$ cat config.mk
export PLATFORM = sky130hd
export DESIGN_NAME = counter163_ctrl
export DESIGN_NICKNAME = d
export VERILOG_FILES = /design/src/rtl/counter163_ctrl.sv
export SDC_FILE = /design/constraint.sdc
export NUM_CORES = 1
export LEC_CHECK = 0
export CAP_MARGIN = 25
export CORE_MARGIN = 3
export CORE_UTILIZATION = 36
export DETAILED_ROUTE_END_ITERATION = 7
export HOLD_SLACK_MARGIN = 0.06
export MAX_ROUTING_LAYER = met4
export SYNTH_ARGS = -nofsm -noshare
export SYNTH_HDL_FRONTEND = slang
export SYNTH_SLANG_ARGS = --single-unit
export TNS_END_PERCENT = 1
$ cat constraint.sdc
create_clock -name CLK -period 2.3 [get_ports CLK]
set_input_delay 0.23 -clock CLK [delete_from_list [all_inputs] [get_ports CLK]]
set_output_delay 0.23 -clock CLK [all_outputs]
set_load 0.02 [all_outputs]
$ cat src/rtl/counter163_ctrl.sv
// Sequencing master for a 4-bit 163-style counter.
// Runs modulo START_VAL..TERM_VAL periods and checks Q/RCO against a shadow count.
module counter163_ctrl #(
  parameter int PER_W = 8
) (
  input  logic             CLK,
  input  logic             RST_N,
  input  logic             START,
  input  logic             ABORT,
  input  logic [3:0]       START_VAL,
  input  logic [3:0]       TERM_VAL,
  input  logic [PER_W-1:0] NPER,
  output logic             A,
  output logic             B,
  output logic             C,
  output logic             D,
  output logic             CLR_N,
  output logic             LOAD_N,
  output logic             EN,
  input  logic             QA,
  input  logic             QB,
  input  logic             QC,
  input  logic             QD,
  input  logic             RCO,
  output logic             BUSY,
  output logic             DONE,
  output logic             ERR,
  output logic [PER_W-1:0] PER_CNT
);

  typedef enum logic [2:0] {
    S_IDLE,
    S_CLEAR,
    S_PRESET,
    S_RUN,
    S_DONE
  } state_t;

  state_t           state;
  state_t           state_nx;
  logic [3:0]       sv_q;
  logic [3:0]       tv_q;
  logic [PER_W-1:0] nper_q;
  logic [3:0]       exp_q;
  logic [3:0]       exp_nx;
  logic [PER_W-1:0] per_nx;
  logic [PER_W-1:0] per_inc;
  logic [3:0]       q;
  logic [3:0]       pre;
  logic             at_term;
  logic             exp_term;
  logic             accept;
  logic             chk;

  assign q        = {QD, QC, QB, QA};
  assign at_term  = q == tv_q;
  assign exp_term = exp_q == tv_q;
  assign per_inc  = PER_CNT + PER_W'(1);
  assign accept   = (state == S_IDLE) && START;
  assign {D, C, B, A} = pre;

  always_comb begin
    state_nx = state;
    exp_nx   = exp_q;
    per_nx   = PER_CNT;
    CLR_N    = 1'b1;
    LOAD_N   = 1'b1;
    EN       = 1'b0;
    pre      = 4'd0;
    BUSY     = state != S_IDLE;
    DONE     = 1'b0;
    unique case (state)
      S_IDLE: begin
        if (START) begin
          state_nx = S_CLEAR;
          per_nx   = '0;
        end
      end
      S_CLEAR: begin
        CLR_N    = 1'b0;
        exp_nx   = 4'd0;
        state_nx = S_PRESET;
      end
      S_PRESET: begin
        LOAD_N   = 1'b0;
        pre      = sv_q;
        exp_nx   = sv_q;
        state_nx = S_RUN;
      end
      S_RUN: begin
        EN = 1'b1;
        // reload is driven from the returned count, not the shadow
        if (at_term) begin
          LOAD_N = 1'b0;
          pre    = sv_q;
        end
        if (exp_term) begin
          exp_nx = sv_q;
          per_nx = per_inc;
          if (nper_q != '0 && per_inc == nper_q)
            state_nx = S_DONE;
        end else begin
          exp_nx = exp_q + 4'd1;
        end
      end
      S_DONE: begin
        DONE     = 1'b1;
        state_nx = S_IDLE;
      end
      default: state_nx = S_IDLE;
    endcase
    if (ABORT && state != S_IDLE) begin
      state_nx = S_IDLE;
      exp_nx   = exp_q;
      per_nx   = PER_CNT;
    end
  end

  assign chk = (state == S_RUN || state == S_DONE) &&
               (q != exp_q || RCO != (EN && q == 4'hF));

  always_ff @(posedge CLK or negedge RST_N) begin
    if (!RST_N) begin
      state   <= S_IDLE;
      exp_q   <= 4'd0;
      PER_CNT <= '0;
      ERR     <= 1'b0;
      sv_q    <= 4'd0;
      tv_q    <= 4'd0;
      nper_q  <= '0;
    end else begin
      state   <= state_nx;
      exp_q   <= exp_nx;
      PER_CNT <= per_nx;
      if (accept) begin
        ERR    <= 1'b0;
        sv_q   <= START_VAL;
        tv_q   <= TERM_VAL;
        nper_q <= NPER;
      end else if (chk) begin
        ERR <= 1'b1;
      end
    end
  end

endmodule
==> results.yml, run 1 <==
run_status:
  status: "complete, no violations"
drt:
  post-route-drc-count: 0
  ant_nets: 0
  vias: 1525
  via_per_inst: 5.08
  wl_um: 4420
  drt_iter0_drc: 99
  wl_per_cell_um: 14.7
  first_pass_iters: 4
synth:
  yosysTopAreaCell: "dfrtp_1"
  postSynthAreaPerCell_sq_um: 10.6
  synth_seq_area_share_pct: 42.3
  syn_inst: 179
  yosys_warnings: 0
  synth_edf_count: 0
  synth_area_sq_mm: 0.00189
  synthTopCellsByArea: "dfrtp_1, mux2_2, xnor2_1"
  syn_nets: 206
  synth-main-ff-cell: "dfrtp_1"
  synth.distinct_cells: 44
  ys_ff_latch: 32
  synth_async_sr_flop_share_pct: 100
  synth_top_area_share_pct: 42.3
clock_network:
  ctsRootBufferMaster: "clkbuf_8"
  worst_skew_pair.late_latency_ps: 280
  clock-sinks: 32
  clockBufferDepth: 2
  cts_htree_levels: 2
  cts_resized: 1
  cts_buffers: 5
  cts_tree: "built"
  cts_hold_buf: 0
  path_clk_slew_ps: 70
  post_cts_buffers: 0
floorplanning:
  die_h_um: 78.5
  initial_core_util_pct: 38.6
  coreArea_sq_mm: 0.00491
  die_x_um: 78.5
  dieArea_sq_mm: 0.00617
  io_pins: 43
  rows: 25
setup_path:
  cp.required_ps: 2420
  path_max_fanout: 6
  r2r_start: "PER_CNT[1]"
  crit_type: "reg -> reg"
  crit_chain: "ha_1 > xor2_1 > a211oi_1 > o211ai_1 > o31ai_2 > o311ai_0"
  arrival_ps: 2190
  rr_worst_depth: 6
  end_kind: "flip-flop"
  cpMaxStageDelayCell: "dfrtp_1"
  max_stage_delay_ps: 430
  r2r-end: "state[0]"
  startpoint_type: "flip-flop"
  r2r_slack_ps: 230
  path_depth: 6
  cpLargestDelayFamily: "compound AO/OA/AOI/OAI gates"
  worst-path-buf-inv: 0
global_route:
  use_met1_pct: 21.3
  antenna_found_initial: 0
  grt_use_total_pct: 15.8
  grt_max_degree: 33
  gr-total-overflow: 0
  top_usage_layer: "met2"
  gr-usage-met2_pct: 23.8
  grt_pass1_wl_um: 7390
  grt_pass1_vias: 1503
  grt.met3_usage_pct: 3.21
timing:
  timing.fmax_mhz: 483
  worst_slew_pin_slew_ps: 494
  clock_skew_ps: 3.84
  fin_crit_sh_pct: 89.9
  max_slew_margin_pct: 66.6
  setup_viol_count_final: 0
  setup_slack_ps: 231
  fin_setup_tns_ps: 0
  holdWs_ps: 351
  finalMaxSlewViolations: 0
  grt_setup_unrepaired: "no"
  post-route-min-period_ps: 2070
  hold_viol: 0
placed_design:
  pre_cts_slack_ps: 57.2
  io_buffers: 42
  placed_cell_area_sq_mm: 0.00244
  gp_congestion: 0.876
  dp_hpwl_um: 3420
final_layout:
  fin_nets: 259
  final-seq-area_sq_um: 801
  syn_to_final_growth_pct: 35.9
  final_area_sq_mm: 0.00257
  fill_cells: 462
  n_antenna_cell: 0
  drive_above_1_share_pct: 19.3
  multi_input_area_sq_mm: 0.00105
power:
  ir_worst_vdd_v: 0.000520
  powerDensity_mw_per_mm2: 1110
  leakage_nw: 1.09
  finalPower_mw: 2.86
run:
  cap_violations: 0
worst_hold_path:
  min_path_type: "in -> async"
## metrics by stage
step                      cells  util [%]
after global routing        300      52.4
after CTS                   300      52.1
after global placement      292      49.8
after floorplan             179         -
after detailed placement    292      49.8
final                       300      52.4
## flip-flops by register name, summed over array words and instances, names as in the netlist
| name | count |
|---|---|
| PER_CNT | 8 |
| nper_q | 8 |
| exp_q | 4 |
| sv_q | 4 |
| tv_q | 4 |
| state | 3 |
| ERR | 1 |
## cells in the mapped netlist (all sizes together), types with 2 or more instances
cell,instances
ha,2
and3,4
or2,2
mux2,17
nand4,5
o2bb2ai,3
o311ai,2
inv,4
o41ai,2
o31ai,5
nand2,8
and2,4
nand2b,3
dfrtp,32
nor4b,2
nor3,2
nor3b,2
buf,3
xnor2,19
nor2,9
a21oi,7
o21ai,11
xor2,6
and4,2
nand3,5
clkbuf,4
a22o,4
## layout make-up
class / count / share of cell area (%)
multi-input combinational: 136 / 40.8
sequential: 32 / 31.1
timing repair buffer: 53 / 19.9
tap: 67 / 3.26
clock buffer: 5 / 2.67
clock inverter: 3 / 1.65
inverter: 4 / 0.583
## how the worst max path moves through the flow
stage / start / to / slack (ps)
3_5_place_dp: QD / B / 60
5_1_grt: PER_CNT[1] / state[0] / 30
3_3_place_gp: QD / D / 90
4_1_cts: tv_q[3] / B / 60
2_1_floorplan: PER_CNT[0] / state[0] / 370
6_report: PER_CNT[1] / state[0] / 230
## logic make-up after synthesis
logic type / synth area share, %
AO/OA/AOI/OAI: 15.3
multiplexers: 10.1
flip-flops: 42.3
XOR/XNOR: 11.6
adder cells (fa/ha/maj): 1.32
AND/OR/NAND/NOR: 16.7
buffers and inverters: 2.71
## per-layer routing
layer | up-vias | part of all wire [%]
met2 | 29 | 45
met4 | 0 | 1.7
met3 | 6 | 3.0
met5 | - | 0
met1 | 724 | 51
li1 | 766 | -
## power breakdown
group	leakage [nW]	internal, mW	switching [mW]
Combinational	0.633	0.693	0.612
Clock	0.0541	0.320	0.214
Sequential	0.405	0.767	0.251
Total	1.09	1.78	1.08
## cell usage in the layout (no fill, tap or decap), types with 2 or more instances in the layout
| master | n |
|---|---|
| o21ai_0 | 9 |
| xor2_1 | 6 |
| dfrtp_1 | 32 |
| xnor2_1 | 19 |
| and3_1 | 4 |
| mux2_2 | 17 |
| clkbuf_8 | 5 |
| nand2_1 | 8 |
| nor2_1 | 8 |
| o2bb2ai_1 | 3 |
| nor4b_1 | 2 |
| nand3_1 | 5 |
| and4_1 | 2 |
| o31ai_1 | 4 |
| a22o_1 | 4 |
| inv_1 | 4 |
| ha_1 | 2 |
| a21oi_1 | 6 |
| clkdlybuf4s50_1 | 38 |
| o311ai_0 | 2 |
| nand2b_1 | 3 |
| dlymetal6s2s_1 | 4 |
| nand4_1 | 5 |
| buf_4 | 11 |
| nor3b_1 | 2 |
| and2_1 | 4 |
## worst register-to-register path, stage by stage, from the launching register on
cell and delay [ps]:
dfrtp_1 430, ha_1 350, xor2_1 180, a211oi_1 320
o211ai_1 190, o31ai_2 280, o311ai_0 160
Note: power is estimated with default switching activity, not from simulation.
==> inputs of run 2 (changes only) <==
- CORE_UTILIZATION: 36 -> 50
- PLACE_DENSITY: unset -> 0.8
==> run 2 against run 1 <==
  * Hold slack got worse by 18 ps
  * Critical path depth did not move
  * Die area down 26%
  * Power increased by 1.3%
  * Sequential power is essentially flat
  * Non-clock buffer count fell by 3
  * Clock-buffer cell count grew 2
  * Core utilization up 20 points
  * Clock power up 11%
  * Via count rose by 2.5%
==> results.yml, run 2 (synthesis gave the netlist of run 1 again) <==
setup_path:
  startpoint_type: "primary input"
  crit_type: "in -> out"
  cpLargestDelayFamily: "buffers and inverters"
  cpMostUsedCell: "clkdlybuf4s50_1"
  cpMaxStageDelayCell: "clkdlybuf4s50_1"
  path_max_fanout: 5
  max_stage_delay_ps: 550
  end_kind: "output pin"
  crit_chain: "clkdlybuf4s50_1 > xnor2_1 > nand4_1 > a21oi_2 > inv_1 > clkdlybuf4s50_1"
  cp.required_ps: 2070
  worst-path-buf-inv: 3
  arrival_ps: 1950
clock_network:
  cts_htree_levels: 2
  clock-sinks: 32
  cts_buffers: 5
  cts_tree: "built"
  worst_skew_pair.late_latency_ps: 290
  cts_resized: 5
  cts_hold_buf: 0
  ctsRootBufferMaster: "clkbuf_8"
  post_cts_buffers: 0
  path_clk_slew_ps: 60
  clockBufferDepth: 2
final_layout:
  largest_registers: "PER_CNT (8), nper_q (8)"
  fin_cells: 276
  fin_nets: 256
  drive_above_1_share_pct: 17.8
  final_common_cell: "clkdlybuf4s50_1"
  fill_cells: 237
  final_area_sq_mm: 0.00252
  syn_to_final_growth_pct: 33.1
  most-common-layout-cells: "clkdlybuf4s50_1, dfrtp_1, xnor2_1, mux2_2, o21ai_0"
  n_antenna_cell: 0
timing:
  fin_crit_sh_pct: 94.8
  timing.fmax_mhz: 459
  post-route-min-period_ps: 2180
  grt_setup_unrepaired: "no"
  hold_viol: 0
  max_slew_margin_pct: 64.4
  clock_skew_ps: 6.07
  setup_viol_count_final: 0
  setup_slack_ps: 121
  finalMaxSlewViolations: 0
  worst_slew_pin_slew_ps: 529
placed_design:
  numPlacedInstances: 268
  io_buffers: 42
  dp_hpwl_um: 3470
  pre_cts_slack_ps: -87.1
  gp_congestion: 0.887
  placed_cell_area_sq_mm: 0.00240
power:
  ir_worst_vdd_v: 0.000781
  pwr-share-comb_pct: 43.6
  leakage_nw: 1.04
  clkPwrFrac_pct: 20.6
  p_int_mw: 1.81
  seq_power_share_pct: 35.8
  powerDensity_mw_per_mm2: 1150
  swShare_pct: 37.5
  switchingPower_mw: 1.08
drt:
  wl_per_cell_um: 16.5
  via_per_inst: 5.66
  drt_iter0_drc: 138
  wl_um: 4550
  first_pass_iters: 4
  vias: 1563
  post-route-drc-count: 0
  ant_nets: 0
global_route:
  grt_use_total_pct: 22.9
  grt_max_degree: 33
  grt_pass1_vias: 1516
  antenna_found_initial: 0
  grt_pass1_wl_um: 7490
  gr-total-overflow: 0
run_status:
  status: "complete, no violations"
worst_hold_path:
  min_path_type: "in -> async"
floorplanning:
  rows: 21
  coreArea_sq_mm: 0.00349
  initial_core_util_pct: 54.2
  die_x_um: 67.6
  io_pins: 43
  dieArea_sq_mm: 0.00456
  die_h_um: 67.6
run:
  cap_violations: 0
==> run 2: layout make-up <==
class	instances	area (sq um)	area share (%)
Inverter	4	15.0	0.596
Tap cell	46	57.6	2.28
Timing Repair Buffer	50	475	18.9
Multi-Input combinational cell	136	1050	41.5
Clock buffer	7	96.3	3.82
Sequential cell	32	801	31.8
Clock inverter	1	30.0	1.19
==> run 2: per-layer routing <==
layer | wire, um | GRT usage (%)
met1 | 1940 | 29.1
met2 | 2320 | 35.5
met3 | 236 | 5.66
met4 | 59 | 8.10
met5 | 0 | -
==> run 2: worst reg2reg max path, cell delays in order, from the launching register on <==
cell      delay [ps]
dfrtp_1          440
ha_1             340
xor2_1           170
a211oi_1         260
o211ai_1         160
o31ai_1          330
o311ai_0         190
==> run 2: power by group through the flow <==
stage	Clock (mW)	Combinational [mW]	Sequential, mW
after detailed placement	0	1.27	1.04
after CTS	0.603	1.27	1.03
after global routing	0.631	1.36	1.07
final	0.595	1.26	1.04
after floorplan	0	0.914	0.961
after global placement	0	1.23	1.02
==> run 2: path summary, 6_finish.rpt <==
| path | from | end | slack [ps] | depth (start not counted) |
|---|---|---|---|---|
| max | QB | LOAD_N | 120 | 6 |
| min reg2reg | nper_q[0] | nper_q[0] | 540 | 1 |
| max reg2reg | PER_CNT[1] | state[0] | 260 | 6 |
| min in group CLK | nper_q[0] | nper_q[0] | 540 | 1 |
| min | RST_N | tv_q[0] | 330 | 2 |
| max in group asynchronous | RST_N | exp_q[1] | 1680 | 2 |
==> run 2: metrics by stage <==
step           setup TNS, ps  power [mW]  utilization [%]  hold slack (ps)
2_1_floorplan              0        1.87                -            -65.6
6_report                   0        2.89             72.1              332
3_3_place_gp               0        2.25             68.6              505
4_1_cts                    0        2.90             72.1              356
5_1_grt                    0        3.07             72.1              365
3_5_place_dp            -246        2.31             68.6              526
==> inputs of run 3 (changes only) <==
- SETUP_SLACK_MARGIN: unset -> 0.1
==> run 3 against run 2 <==
  * Maximum frequency is 2.8% higher
  * Critical path depth unchanged
  * Clock skew about the same
  * Sequential cell count unchanged
  * Register-to-register slack about the same
==> results.yml, run 3 (synthesis gave the netlist of run 1 again) <==
placed_design:
  gp_congestion: 0.887
  placed_cell_area_sq_mm: 0.00240
  dp_hpwl_um: 3470
  pre_cts_slack_ps: -87.1
  io_buffers: 42
  numPlacedInstances: 268
drt:
  ant_nets: 0
  wl_um: 4540
  first_pass_iters: 4
  post-route-drc-count: 0
  via_per_inst: 5.62
  wl_per_cell_um: 16.5
  drt_iter0_drc: 131
  vias: 1551
power:
  pwr-share-comb_pct: 43.6
  swShare_pct: 37.4
  switchingPower_mw: 1.08
  clkPwrFrac_pct: 20.6
  leakage_nw: 1.04
  powerDensity_mw_per_mm2: 1140
  seq_power_share_pct: 35.8
  finalPower_mw: 2.89
  p_int_mw: 1.81
  ir_worst_vdd_v: 0.000780
floorplanning:
  die_h_um: 67.6
  coreArea_sq_mm: 0.00349
  dieArea_sq_mm: 0.00456
  die_x_um: 67.6
  rows: 21
  initial_core_util_pct: 54.2
  io_pins: 43
worst_hold_path:
  min_path_type: "in -> async"
timing:
  clock_skew_ps: 6.45
  worst_slew_pin_slew_ps: 527
  holdWs_ps: 330
  setup_slack_ps: 180
  max_slew_margin_pct: 64.5
  timing.fmax_mhz: 472
  setup_viol_count_final: 0
  post-route-min-period_ps: 2120
  hold_viol: 0
  fin_crit_sh_pct: 92.2
  finalMaxSlewViolations: 0
  fin_setup_tns_ps: 0
  grt_setup_unrepaired: "no"
clock_network:
  path_clk_slew_ps: 60
  ctsRootBufferMaster: "clkbuf_8"
  cts_buffers: 5
  cts_tree: "built"
  clockBufferDepth: 2
  worst_skew_pair.late_latency_ps: 290
  clock-sinks: 32
  cts_htree_levels: 2
global_route:
  grt_pass1_wl_um: 7490
  grt_use_total_pct: 22.9
  antenna_found_initial: 0
  grt_max_degree: 33
  grt_pass1_vias: 1516
  gr-total-overflow: 0
final_layout:
  fin_util_pct: 72.2
  fin_cells: 276
  final_common_cell: "clkdlybuf4s50_1"
  syn_to_final_growth_pct: 33.2
  fill_cells: 238
  fin_nets: 256
  most-common-layout-cells: "clkdlybuf4s50_1, dfrtp_1, xnor2_1, mux2_2, o21ai_0"
  final_area_sq_mm: 0.00252
  drive_above_1_share_pct: 17.8
  n_antenna_cell: 0
  largest_registers: "PER_CNT (8), nper_q (8)"
setup_path:
  end_kind: "output pin"
  crit_type: "in -> out"
  max_stage_delay_ps: 550
  arrival_ps: 1890
  path_max_fanout: 5
  crit_chain: "clkdlybuf4s50_1 > xnor2_1 > nand4_1 > a21oi_2 > and2_1 > dlygate4sd2_1"
  worst-path-buf-inv: 2
  startpoint_type: "primary input"
  cpMaxStageDelayCell: "clkdlybuf4s50_1"
  cp.required_ps: 2070
  cpLargestDelayFamily: "buffers and inverters"
run:
  cap_violations: 0
run_status:
  status: "complete, no violations"
[run 3: cell types whose count changed in the layout (fill, tap and decap cells not counted)]
cell,before,now
dlymetal6s2s_1,0,1
clkdlybuf4s50_1,38,37
[run 3: worst paths after layout]
kind	startpoint	endpoint	slack, ps	cells after the start
worst max-delay path	QB	B	180	6
worst min-delay path	RST_N	tv_q[2]	330	2
worst max register to register	PER_CNT[1]	state[0]	250	6
worst min register to register	nper_q[0]	nper_q[0]	540	1
max in group asynchronous	RST_N	exp_q[1]	1680	2
min in group CLK	nper_q[0]	nper_q[0]	540	1
[run 3: layer usage]
metal	GRT usage (%)	vias to the layer above	routed length, um
met5	-	-	0
met4	8.10	0	57
met3	5.66	6	271
met2	35.5	51	2280
met1	29.1	739	1930
li1	-	755	-
[run 3: layout make-up]
type                    count  area, sq um  area share (%)
inverters                   4         15.0           0.595
well taps                  46         57.6            2.28
multi-input cells         136         1050            41.4
clock inverters             1         30.0            1.19
flip-flops and latches     32          801            31.7
repair buffers             50          478            18.9
clock buffers               7         96.3            3.82
[run 3: what timing repair did]
action,4_1_cts,5_1_grt
pin swaps,1,1
hold buffers,0,0
buffers inserted,0,0
cloned,0,0
setup endpoints to repair,5,1
gates resized for setup,5,1
[run 3: power by group through the flow]
stage               sequential, mW  clock, mW  combinational (mW)
floorplan                    0.961          0               0.914
global placement              1.02          0                1.23
detailed placement            1.04          0                1.27
CTS                           1.03      0.603                1.27
global route                  1.07      0.631                1.36
finish                        1.03      0.594                1.26
